`config.mk`:
```
export PLATFORM = sky130hd
export DESIGN_NAME = pwm_decoder_flat
export DESIGN_NICKNAME = d
export VERILOG_FILES = /design/src/rtl/pwm_pkg.sv /design/src/rtl/pwm_decoder_if.sv /design/src/rtl/pwm_sync_edge.sv /design/src/rtl/pwm_decoder.sv /design/src/flat_wrapper.sv
export SDC_FILE = /design/constraint.sdc
export NUM_CORES = 1
export LEC_CHECK = 0
export ABC_CLOCK_PERIOD_IN_PS = 2100
export BUFFER_PORTS_ARGS = -buffer_cell sky130_fd_sc_hd__buf_2
export CAP_MARGIN = 20
export CORE_UTILIZATION = 60
export CTS_CLUSTER_DIAMETER = 60
export DETAILED_ROUTE_END_ITERATION = 8
export GPL_TIMING_DRIVEN = 0
export PLACE_DENSITY = 0.79
export SLEW_MARGIN = 20
export SYNTH_ARGS = -nofsm -noshare
export SYNTH_HDL_FRONTEND = slang
export SYNTH_SLANG_ARGS = --single-unit
```
`constraint.sdc`:
```
create_clock -name clk -period 2.1 [get_ports clk]
set_input_delay 0.315 -clock clk [delete_from_list [all_inputs] [get_ports clk]]
set_output_delay 0.315 -clock clk [all_outputs]
set_load 0.01 [all_outputs]
```
`src/rtl/pwm_pkg.sv`:
```
// Shared definitions for the pwm link: decoder state encoding, default symbol
// timing and a counter-width helper.
package pwm_pkg;

  typedef enum logic [1:0] {
    ST_IDLE = 2'd0,
    ST_HIGH = 2'd1,
    ST_LOW  = 2'd2,
    ST_DONE = 2'd3
  } pwm_state_e;

  localparam int unsigned T_BIT_DEF  = 16;
  localparam int unsigned THRESH_DEF = 8;
  localparam int unsigned T_ONE      = 12;
  localparam int unsigned T_ZERO     = 4;

  function automatic int unsigned cnt_width(input int unsigned a, input int unsigned b);
    return $clog2(((a > b) ? a : b) + 1);
  endfunction

endpackage

```
`src/rtl/pwm_decoder_if.sv`:
```
// Consumer-facing bundle of the pwm decoder: serial line in, decoded word and
// status pulses out.
interface pwm_decoder_if #(
  parameter int unsigned DATA_W = 8
);
  logic              pwm_in;
  logic [DATA_W-1:0] data_out;
  logic              valid;
  logic              err;
  logic              busy;

  modport master (input pwm_in, output data_out, valid, err, busy);
  modport slave  (output pwm_in, input data_out, valid, err, busy);
endinterface

```
`src/rtl/pwm_sync_edge.sv`:
```
// SYNC_N-flop synchronizer for an asynchronous line followed by registered
// rise/fall pulses aligned with the registered level.
module pwm_sync_edge #(
  parameter int unsigned SYNC_N = 2
) (
  input  logic clk,
  input  logic rst,
  input  logic din,
  output logic level,
  output logic rise,
  output logic fall
);
  logic [SYNC_N-1:0] sync_q;

  always_ff @(posedge clk or posedge rst) begin
    if (rst) begin
      sync_q <= '0;
      level  <= 1'b0;
      rise   <= 1'b0;
      fall   <= 1'b0;
    end else begin
      sync_q <= {sync_q[SYNC_N-2:0], din};
      level  <= sync_q[SYNC_N-1];
      rise   <= sync_q[SYNC_N-1] & ~level;
      fall   <= ~sync_q[SYNC_N-1] & level;
    end
  end
endmodule

```
`src/rtl/pwm_decoder.sv`:
```
// Receive side of the pwm link: measures high widths on the synchronized line
// and assembles MSB-first words, flagging glitches, stuck-high and timeouts.
module pwm_decoder
  import pwm_pkg::*;
#(
  parameter int unsigned DATA_W  = 8,
  parameter int unsigned T_BIT   = T_BIT_DEF,
  parameter int unsigned THRESH  = THRESH_DEF,
  parameter int unsigned MIN_HI  = 2,
  parameter int unsigned TIMEOUT = 32,
  parameter int unsigned SYNC_N  = 2
) (
  input logic           clk,
  input logic           rst,
  pwm_decoder_if.master bus
);
  localparam int unsigned CW = cnt_width(T_BIT, TIMEOUT);
  localparam int unsigned BW = $clog2(DATA_W + 1);

  logic line_level, line_rise, line_fall;

  pwm_sync_edge #(.SYNC_N(SYNC_N)) u_sync (
    .clk   (clk),
    .rst   (rst),
    .din   (bus.pwm_in),
    .level (line_level),
    .rise  (line_rise),
    .fall  (line_fall)
  );

  pwm_state_e        state_q, state_n;
  logic [CW-1:0]     hi_q, hi_n, lo_q, lo_n;
  logic [BW-1:0]     bit_q, bit_n;
  logic [DATA_W-1:0] shreg_q, shreg_n;
  logic              err_n;

  logic [DATA_W-1:0] data_q;
  logic              valid_q, err_q, busy_q;

  always_comb begin
    state_n = state_q;
    hi_n    = hi_q;
    lo_n    = lo_q;
    bit_n   = bit_q;
    shreg_n = shreg_q;
    err_n   = 1'b0;
    case (state_q)
      ST_IDLE: begin
        if (line_rise) begin
          state_n = ST_HIGH;
          hi_n    = CW'(1);
        end
      end
      ST_HIGH: begin
        if (line_fall) begin
          if (hi_q < CW'(MIN_HI)) begin
            // A runt pulse before any bit is idle-line noise; inside a frame it aborts.
            state_n = ST_IDLE;
            err_n   = (bit_q != '0);
          end else begin
            shreg_n = {shreg_q[DATA_W-2:0], (hi_q >= CW'(THRESH))};
            bit_n   = bit_q + BW'(1);
            lo_n    = '0;
            state_n = (bit_q == BW'(DATA_W - 1)) ? ST_DONE : ST_LOW;
          end
        end else if (hi_q >= CW'(T_BIT - 1)) begin
          state_n = ST_IDLE;
          err_n   = 1'b1;
        end else if (hi_q != '1) begin
          hi_n = hi_q + CW'(1);
        end
      end
      ST_LOW: begin
        if (line_rise) begin
          state_n = ST_HIGH;
          hi_n    = CW'(1);
        end else if (lo_q >= CW'(TIMEOUT - 1)) begin
          state_n = ST_IDLE;
          err_n   = 1'b1;
        end else if (lo_q != '1) begin
          lo_n = lo_q + CW'(1);
        end
      end
      ST_DONE: begin
        // A rise here is the next frame's first edge; start it with a clean word.
        shreg_n = '0;
        bit_n   = '0;
        if (line_rise) begin
          state_n = ST_HIGH;
          hi_n    = CW'(1);
        end else begin
          state_n = ST_IDLE;
        end
      end
      default: state_n = ST_IDLE;
    endcase
    if (state_n == ST_IDLE) begin
      hi_n    = '0;
      lo_n    = '0;
      bit_n   = '0;
      shreg_n = '0;
    end
  end

  always_ff @(posedge clk or posedge rst) begin
    if (rst) begin
      state_q <= ST_IDLE;
      hi_q    <= '0;
      lo_q    <= '0;
      bit_q   <= '0;
      shreg_q <= '0;
      data_q  <= '0;
      valid_q <= 1'b0;
      err_q   <= 1'b0;
      busy_q  <= 1'b0;
    end else begin
      state_q <= state_n;
      hi_q    <= hi_n;
      lo_q    <= lo_n;
      bit_q   <= bit_n;
      shreg_q <= shreg_n;
      valid_q <= (state_q == ST_DONE);
      err_q   <= err_n;
      // busy ends together with the valid/err pulse, even if a new frame starts at once.
      busy_q  <= (state_q != ST_DONE) && (state_n != ST_IDLE);
      if (state_q == ST_DONE) begin
        data_q <= shreg_q;
      end
    end
  end

  assign bus.data_out = data_q;
  assign bus.valid    = valid_q;
  assign bus.err      = err_q;
  assign bus.busy     = busy_q;

  logic unused_level;
  assign unused_level = line_level;
endmodule
```
`src/flat_wrapper.sv`:
```
// flat-port wrapper written by rule: the top's interface ports become plain ports
module pwm_decoder_flat import pwm_pkg::*;
#(
  parameter int unsigned DATA_W  = 8,
  parameter int unsigned T_BIT   = T_BIT_DEF,
  parameter int unsigned THRESH  = THRESH_DEF,
  parameter int unsigned MIN_HI  = 2,
  parameter int unsigned TIMEOUT = 32,
  parameter int unsigned SYNC_N  = 2
)
  (clk, rst, bus_pwm_in, bus_data_out, bus_valid, bus_err, bus_busy);
  pwm_decoder_if #(.DATA_W(DATA_W)) bus_i ();
  input logic clk;
  input logic rst;
  input wire logic [$bits(bus_i.pwm_in)-1:0] bus_pwm_in;
  output wire logic [$bits(bus_i.data_out)-1:0] bus_data_out;
  output wire logic [$bits(bus_i.valid)-1:0] bus_valid;
  output wire logic [$bits(bus_i.err)-1:0] bus_err;
  output wire logic [$bits(bus_i.busy)-1:0] bus_busy;
  assign bus_i.pwm_in = bus_pwm_in;
  assign bus_data_out = bus_i.data_out;
  assign bus_valid = bus_i.valid;
  assign bus_err = bus_i.err;
  assign bus_busy = bus_i.busy;
  pwm_decoder #(.DATA_W(DATA_W), .T_BIT(T_BIT), .THRESH(THRESH), .MIN_HI(MIN_HI), .TIMEOUT(TIMEOUT), .SYNC_N(SYNC_N)) u_core (.clk(clk), .rst(rst), .bus(bus_i));
endmodule
```
==> results.py, run 1 <==
metrics = {
    "cells_and_area": {
        "multiInputGateArea_mm2": 0.00109,
        "fin_area_mm2": 0.00254,
        "final_util_pct": 73.9,
        "seqCellArea_mm2": 0.00105,
        "nets": 244,
        "antenna_cells": 0,
        "instances_no_fill": 280,
        "drive_gt1_share_pct": 22.2,
        "fill_cells": 233,
        "area_delta_synth_final_pct": 13.8,
    },
    "clocking": {
        "cts_tree": "yes",
        "clk_latency_ns": 0.30,
        "cts_buffers": 5,
        "cts_setup_buffers": 0,
        "cts.clk_slew.worst_paths_ns": 0.09,
        "cts.htree.levels": 2,
        "cts.sinks": 42,
        "cts-root-buf": "clkbuf_8",
        "cts_buffer_depth": 2,
    },
    "placed_design": {
        "place_inst": 271,
        "port_buffers": 13,
        "dp_slack_ns": 0.0109,
        "gp_congestion": 0.927,
        "hpwl_um": 3600,
        "postPlaceCellArea_mm2": 0.00238,
    },
    "yosys": {
        "synth.distinct_cells": 47,
        "ys_async_sr_fraction_pct": 100,
        "synth_top_family_by_area": "compound AO/OA/AOI/OAI gates",
        "ys_warn_count": 0,
        "ys.flop_type": "dfrtp_1",
        "synth_edf_count": 0,
        "synth.area.top_cells": "dfrtp_1, a32oi_1, ha_1, a21oi_1, mux2_2",
        "syn_nets": 222,
        "yosys.area_share.xor_xnor_pct": 0,
        "yosys.area_share.simple_pct": 16.0,
        "synth.area.mux_share_pct": 4.48,
        "avgSynthCellArea_um2": 10.6,
        "synth_compound_area_share_pct": 23.1,
        "ys_seq_elements": 42,
        "yosysTopAreaCell": "dfrtp_1",
        "seq_area_frac_synth_pct": 47.0,
        "synthCells": 211,
        "yosysTopAreaCellShare_pct": 47.0,
        "synth-adder-area-share_pct": 4.48,
        "netlist_area_mm2": 0.00223,
    },
    "power": {
        "internal-power_mw": 1.51,
        "finalPower_mw": 2.22,
        "max-vdd-ir-drop_uv": 700,
        "clockPowerShare_pct": 34.9,
        "p_sw_share_pct": 32.0,
        "pwr-share-seq_pct": 39.3,
        "p_leak_nw": 1.10,
        "p_comb_share_pct": 25.8,
        "p_per_area_mw_per_mm2": 874,
        "netSwitchingPower_uw": 711,
    },
    "sta": {
        "slew_viol_final": 0,
        "rsz0062_at_grt": "yes",
        "fin_crit_ns": 2.04,
        "worst_pin_slew_ns": 0.556,
        "fmax_mhz": 491,
        "hold_ws_ns": 0.125,
        "setup_tns_ns": 0,
        "hold_violations": 0,
        "slew_headroom_pct": 62.9,
        "setup_violations": 0,
        "setup_slack_ns": 0.0618,
        "fin_worst_skew_ns": 0.00978,
        "fin_crit_sh_pct": 97.1,
    },
    "critical_path": {
        "r2r-start": "u_core.state_q[1]",
        "crit_arrival_ns": 2.26,
        "critical_path_class": "flip-flop to flip-flop",
        "rr_endpoint": "u_core.shreg_q[7]",
        "required_ns": 2.32,
        "ff2ff_path_depth": 6,
        "cp_max_fo": 10,
        "r2r_slack_ns": 0.06,
        "end_kind": "flip-flop",
        "start_kind": "flip-flop",
    },
    "drt": {
        "wl_um": 5290,
        "avgViaCountPerCell": 6.85,
        "firstDrtPassIters": 6,
        "vias": 1918,
        "drt_iter0_drc": 222,
        "wl_per_cell_um": 18.9,
        "antenna_left": 0,
        "drc": 0,
    },
    "hold_path": {
        "min_to": "u_core.u_sync.sync_q[0]",
        "hp-start": "bus_pwm_in",
        "worstHoldPathCells": 1,
        "hp-class": "input port to flip-flop",
    },
    "flow_run": {
        "max_cap_violations": 0,
    },
    "global_routing": {
        "antenna_found_initial": 0,
        "track_usage_pct": 29.4,
        "overflow": 0,
        "grt_pass1_vias": 1919,
        "grt_max_degree": 29,
        "grt_pass1_wl_um": 8940,
    },
    "die": {
        "die_height_um": 63.0,
        "core_mm2": 0.00344,
        "row_count": 21,
        "fp.dieW_um": 63.0,
        "ios": 14,
        "start_util_pct": 64.9,
        "die_area_mm2": 0.00397,
    },
    "run_status": {
        "run_status": "finished clean",
    },
}
-- cells in the mapped netlist (4+ instances only) --
cell      number
inv_1          9
nand2b_1       4
nand2_1       10
nor2b_1        4
mux2_2         8
buf_6          4
nor2_1         9
ha_1           8
dfrtp_1       42
a31oi_1        6
o21ai_0        6
nor3_1         4
a21oi_1       19
clkbuf_1       4
nand3_1       14
a32oi_1       14
a211oi_1       5
-- placed cells by master, fill, tap and decap left out, types with 2 or more instances in the layout --
cell type	n
nand4b_1	3
buf_6	4
clkbuf_1	4
a211oi_1	5
o21ai_0	6
buf_2	15
nand3b_1	3
o31a_1	2
bufinv_16	2
nand4_1	2
nand2b_1	4
nor3_1	4
clkbuf_8	5
nor2b_1	3
nand2_1	10
a31oi_1	5
inv_1	8
nand3_1	14
nor2_1	9
nor3_2	2
a22oi_1	3
ha_1	7
dfrtp_1	42
a21oi_1	19
mux2_2	8
a32oi_1	14
-- repair_timing --
action / in CTS / in global routing
resized for setup: 1 / 4
setup endpoints to repair: 10 / 14
pin swaps: 0 / 1
hold endpoints to repair: 14 / 0
cloned: 0 / 0
hold buffers: 1 / 0
-- final cells by class --
class	count	share of cell area (%)
multi-input combinational	149	42.9
sequential	42	41.3
timing repair buffer	15	3.74
buffer	11	3.05
clock buffer	5	2.71
clock inverter	3	2.71
tap	46	2.26
inverter	9	1.33
-- worst max-delay path, stage by stage (launching register included) --
cell      delay, ns
dfrtp_1        0.44
inv_1          0.15
ha_1           0.25
buf_2          0.25
o211ai_2       0.25
or3b_1         0.43
a32oi_1        0.19
-- power groups by stage --
stage	Combinational (mW)	Clock, mW	Sequential [mW]
floorplan	0.393	0	0.886
global placement	0.508	0	0.887
detailed placement	0.533	0	0.888
CTS	0.540	0.778	0.872
global route	0.623	0.809	0.880
finish	0.574	0.776	0.874
-- worst max-delay path by stage --
stage                            from                 to  slack (ns)  cells after the start
floorplan              u_core.lo_q[0]     u_core.lo_q[0]        0.33                      6
global placement    u_core.state_q[1]     u_core.lo_q[0]        0.10                      7
detailed placement  u_core.state_q[1]     u_core.lo_q[0]        0.01                      7
CTS                 u_core.state_q[1]  u_core.shreg_q[1]        0.06                      7
global route        u_core.state_q[1]     u_core.lo_q[4]       -0.02                      6
finish              u_core.state_q[1]  u_core.shreg_q[7]        0.06                      6
-- registers in the layout (all words and copies together), names as in the netlist --
register and cells:
u_core.bus.busy 1, u_core.bus.err 1, u_core.shreg_q 8, u_core.lo_q 6
u_core.bus.valid 1, u_core.u_sync.level 1, u_core.hi_q 6, u_core.bus.data_out 8
u_core.u_sync.sync_q 2, u_core.state_q 2, u_core.u_sync.rise 1, u_core.bit_q 4
u_core.u_sync.fall 1
-- metal layers --
metal	global-route usage (%)	routed length [um]	vias up	share of wire [%]
met5	0	0	-	0
met4	14.2	125	0	2.4
met3	5.66	365	17	6.9
met2	47.2	2580	100	49
met1	38.2	2220	943	42
li1	-	-	858	-
-- cells by family after synthesis --
group,Yosys count
muxes,9
adders and majority gates,8
AOI/OAI and AO/OA,69
and+or+nand+nor,63
DFF,42
buffers and inverters,20
Power figures use the tool's default switching activity.
==> inputs of run 2 (changes only) <==
- CTS_BUF_LIST: not set -> sky130_fd_sc_hd__clkbuf_16
- SKIP_CTS_REPAIR_TIMING: not set -> 1
==> run 2 against run 1 <==
Compared with the run above:
- the flow now finishes with violations (hold timing)
- count of clock-buffer cells in the layout unchanged
- maximum frequency increased by 1.4%
- sequential cell count unchanged
- die area unchanged
- clock skew decreased by 0.0030 ns
- largest cell class unchanged
==> results.py, run 2 (synthesis gave the netlist of run 1 again) <==
metrics = {
    "flow_run": {
        "max_cap_violations": 0,
    },
    "clocking": {
        "cts_buffer_depth": 2,
        "cts.clk_slew.worst_paths_ns": 0.06,
        "cts.sinks": 42,
        "cts.htree.levels": 2,
        "cts-root-buf": "clkbuf_16",
        "cts_tree": "yes",
        "cts_buffers": 5,
        "clk_latency_ns": 0.29,
    },
    "power": {
        "p_sw_share_pct": 30.6,
        "internal-power_mw": 1.74,
        "p_comb_share_pct": 24.5,
        "clockPowerShare_pct": 40.5,
        "p_per_area_mw_per_mm2": 954,
        "p_leak_nw": 1.12,
        "pwr-share-seq_pct": 35.1,
        "max-vdd-ir-drop_uv": 798,
        "netSwitchingPower_uw": 765,
    },
    "die": {
        "start_util_pct": 64.9,
        "row_count": 21,
        "die_height_um": 63.0,
        "die_area_mm2": 0.00397,
        "fp.dieW_um": 63.0,
        "ios": 14,
        "core_mm2": 0.00344,
    },
    "cells_and_area": {
        "multiInputGateArea_mm2": 0.00112,
        "mostFrequentLayoutCells": "dfrtp_1, a21oi_1, buf_2",
        "area_delta_synth_final_pct": 17.3,
        "antenna_cells": 0,
        "seqCellArea_mm2": 0.00105,
        "fill_cells": 222,
        "nets": 243,
        "layout_commonest_cell": "dfrtp_1",
        "drive_gt1_share_pct": 22.7,
    },
    "global_routing": {
        "antenna_found_initial": 0,
        "grt_pass1_vias": 1950,
        "track_usage_pct": 30.0,
        "grt_pass1_wl_um": 9020,
        "overflow": 0,
        "grt_max_degree": 29,
    },
    "sta": {
        "slew_headroom_pct": 65.4,
        "fin_crit_ns": 2.01,
        "fin_crit_sh_pct": 95.7,
        "hold_violations": 14,
        "setup_tns_ns": 0,
        "hold_ws_ns": -0.0104,
        "worst_pin_slew_ns": 0.516,
        "slew_viol_final": 0,
        "fin_worst_skew_ns": 0.00673,
        "setup_violations": 0,
        "fmax_mhz": 497,
    },
    "drt": {
        "wl_per_cell_um": 19.2,
        "wl_um": 5370,
        "antenna_left": 0,
        "avgViaCountPerCell": 6.94,
        "drt_iter0_drc": 291,
        "vias": 1937,
        "drc": 0,
        "firstDrtPassIters": 5,
    },
    "critical_path": {
        "r2r_slack_ns": 0.09,
        "cp_max_fo": 10,
        "critical_path_class": "flip-flop to flip-flop",
        "end_kind": "flip-flop",
        "start_kind": "flip-flop",
        "required_ns": 2.30,
        "crit_arrival_ns": 2.21,
    },
    "hold_path": {
        "hp-class": "input port to asynchronous set/reset pin",
    },
    "run_status": {
        "violations": "hold timing",
        "run_status": "finished with violations",
    },
    "placed_design": {
        "hpwl_um": 3600,
        "gp_congestion": 0.927,
        "port_buffers": 13,
    },
}
## run 2: cell types whose count changed in the layout (fill, tap and decap cells not counted), sizes merged
cell / before / now
buf: 20 / 21
clkbuf: 10 / 9
dlygate4sd3: 1 / 0
## run 2: stage by stage
| step | util (%) | instances | area, um^2 | worst slack, ns | power [mW] |
|---|---|---|---|---|---|
| finish | 76.2 | 279 | 2620 | 0.0893 | 2.50 |
| global route | 76.2 | 279 | 2620 | -0.0117 | 2.59 |
| CTS | 74.7 | 279 | 2570 | -0.0713 | 2.42 |
| detailed placement | 69.1 | 271 | 2380 | 0.0109 | 1.42 |
| global placement | 68.5 | 270 | 2360 | 0.104 | 1.39 |
| floorplan | - | 211 | 2230 | 0.327 | 1.28 |
## run 2: final timing paths
check | cells past startpoint | startpoint | endpoint
max | 7 | u_core.state_q[1] | u_core.shreg_q[7]
min | 2 | rst | u_core.lo_q[3]
max reg2reg | 7 | u_core.state_q[1] | u_core.shreg_q[7]
min reg2reg | 0 | u_core.u_sync.sync_q[0] | u_core.u_sync.sync_q[1]
max in group asynchronous | 3 | rst | u_core.lo_q[0]
min in group clk | 1 | bus_pwm_in | u_core.u_sync.sync_q[0]
## run 2: final cells by class
class,count,share of cell area (%)
inverter,9,1.29
tap,46,2.20
clock buffer,5,4.77
clock inverter,3,2.63
timing repair buffer,14,3.25
multi-input combinational,149,42.9
buffer,11,2.86
sequential,42,40.1
## run 2: power by group through the flow
stage          clock network (mW)  registers [mW]  logic, mW
3_5_place_dp                    0           0.888      0.533
3_3_place_gp                    0           0.887      0.508
2_1_floorplan                   0           0.886      0.393
6_report                     1.01           0.877      0.612
5_1_grt                      1.05           0.881      0.656
4_1_cts                      1.01           0.873      0.541
## run 2: worst max-delay path, cell delays in order, from the launching register on
cell and delay (ns):
dfrtp_1 0.43, inv_1 0.15, ha_2 0.23, nor2b_4 0.24, a31oi_2 0.15, o32a_4 0.30, buf_2 0.21, a32oi_1 0.21
## run 2: per-layer routing
layer	track usage [%]	vias up	wire length (um)
li1	-	854	-
met1	38.2	961	2190
met2	47.6	110	2670
met3	6.57	12	374
met4	16.0	0	133
met5	0	-	0
==> inputs of run 3 (changes only) <==
- CORE_UTILIZATION: 60 -> 40
- PLACE_DENSITY: 0.79 -> not set
- REMOVE_ABC_BUFFERS: not set -> 1
==> run 3 against run 2 <==
Compared with the run above:
- the run still ends with hold timing left
- non-clock buffer count shrank 10
- global-route usage shrank 13 points
- cell area down 1.6%
- critical endpoint is now u_core.hi_q[0]
- via count is 8.4% lower
- maximum frequency increased by 1.1%
- routed wire length decreased by 9.2%
==> results.py, run 3 (synthesis gave the netlist of run 1 again) <==
metrics = {
    "global_routing": {
        "track_usage_pct": 16.9,
        "grt_pass1_wl_um": 8020,
        "grt_pass1_vias": 1672,
        "antenna_found_initial": 0,
        "grt_max_degree": 29,
        "overflow": 0,
    },
    "placed_design": {
        "postPlaceCellArea_mm2": 0.00233,
        "gp_congestion": 0.798,
        "hpwl_um": 2930,
        "port_buffers": 13,
        "place_inst": 284,
    },
    "sta": {
        "hold_violations": 9,
        "fin_crit_sh_pct": 94.7,
        "fmax_mhz": 503,
        "setup_tns_ns": 0,
        "slew_viol_final": 0,
        "worst_pin_slew_ns": 0.590,
        "fin_crit_ns": 1.99,
        "fin_worst_skew_ns": 0.00305,
        "hold_ws_ns": -0.00131,
        "slew_headroom_pct": 60.4,
        "setup_violations": 0,
    },
    "critical_path": {
        "worst_path_largest_cell_delay_ns": 0.43,
        "cp_max_fo": 12,
        "critical_path_class": "flip-flop to flip-flop",
        "cp_cell_sequence": "inv_1, ha_1, o21a_1, nor2_1, o32a_2, a21oi_1",
        "critPathBufInv": 1,
        "required_ns": 2.25,
        "worst_path_max_delay_cell": "dfrtp_2",
        "end_kind": "flip-flop",
        "start_kind": "flip-flop",
        "critPathTopFamily": "compound AO/OA/AOI/OAI gates",
        "crit_arrival_ns": 2.14,
    },
    "clocking": {
        "cts_buffers": 5,
        "clk_latency_ns": 0.28,
        "cts.clk_slew.worst_paths_ns": 0.06,
        "cts_buffer_depth": 2,
        "cts-root-buf": "clkbuf_16",
        "cts.sinks": 42,
        "cts.htree.levels": 2,
        "cts_tree": "yes",
    },
    "die": {
        "die_height_um": 76.7,
        "die_area_mm2": 0.00589,
        "fp.dieW_um": 76.7,
        "ios": 14,
        "start_util_pct": 42.7,
        "row_count": 26,
        "core_mm2": 0.00524,
    },
    "run_status": {
        "violations": "hold timing",
        "run_status": "finished with violations",
    },
    "drt": {
        "vias": 1775,
        "firstDrtPassIters": 4,
        "avgViaCountPerCell": 6.02,
        "antenna_left": 0,
        "wl_um": 4880,
        "drc": 0,
        "drt_iter0_drc": 147,
        "wl_per_cell_um": 16.5,
    },
    "power": {
        "max-vdd-ir-drop_uv": 436,
        "p_per_area_mw_per_mm2": 916,
        "p_leak_nw": 1.08,
    },
    "cells_and_area": {
        "drive_gt1_share_pct": 22.7,
        "nets": 235,
        "fin_area_mm2": 0.00258,
        "layout_commonest_cell": "dfrtp_1",
        "instances_no_fill": 295,
        "area_delta_synth_final_pct": 15.5,
        "mostFrequentLayoutCells": "dfrtp_1, a21oi_1, nand3_1, a32oi_1, buf_2",
        "antenna_cells": 0,
    },
    "hold_path": {
        "hp-class": "input port to asynchronous set/reset pin",
    },
    "flow_run": {
        "max_cap_violations": 0,
    },
}
[run 3: metrics by stage]
stage               utilization, %  power [mW]  worst slack [ns]  hold WS, ns
finish                        49.3        2.36             0.110     -0.00131
global route                  49.3        2.48           -0.0183       0.0171
CTS                           47.7        2.24            -0.514     0.000162
detailed placement            44.5        1.37            -0.501        0.304
global placement              44.1        1.37            -0.538        0.337
floorplan                        -        1.23           -0.0328        0.331
[run 3: layer usage]
| metal | track usage (%) | share of wire, % | vias to the layer above |
|---|---|---|---|
| met3 | 2.86 | 4.5 | 13 |
| met2 | 26.3 | 45 | 48 |
| met4 | 6.73 | 1.9 | 0 |
| met5 | 0 | 0 | - |
| li1 | - | - | 843 |
| met1 | 23.4 | 49 | 871 |
[run 3: report_power, final]
part / switching, mW / total, mW / internal, mW
sequential: 0.0402 / 0.886 / 0.846
clock: 0.308 / 0.864 / 0.556
combinational: 0.399 / 0.614 / 0.215
total: 0.748 / 2.36 / 1.62
[run 3: final timing paths]
kind / start / to / slack, ns / cells past startpoint
worst max-delay path: u_core.state_q[0] / u_core.hi_q[0] / 0.11 / 6
worst min-delay path: rst / u_core.hi_q[1] / -0.001 / 2
worst max register to register: u_core.state_q[0] / u_core.hi_q[0] / 0.11 / 6
worst min register to register: u_core.u_sync.sync_q[0] / u_core.u_sync.sync_q[1] / 0.35 / 0
max in group asynchronous: rst / u_core.hi_q[4] / 1.64 / 3
min in group clk: bus_pwm_in / u_core.u_sync.sync_q[0] / 0.14 / 1
[run 3: final cells by class]
class,instances,area [um^2]
inverter,9,33.8
fill,469,2660
timing repair buffer,15,92.6
clock inverter,3,41.3
clock buffer,5,125
multi-input combinational,151,1150
sequential,42,1050
tap,70,87.6
[run 3: worst reg2reg max path: stages, from the launching register on]
cell and delay [ns]:
dfrtp_2 0.43, inv_1 0.16, ha_1 0.29, o21a_1 0.19, nor2_1 0.31, o32a_2 0.38
a21oi_1 0.11
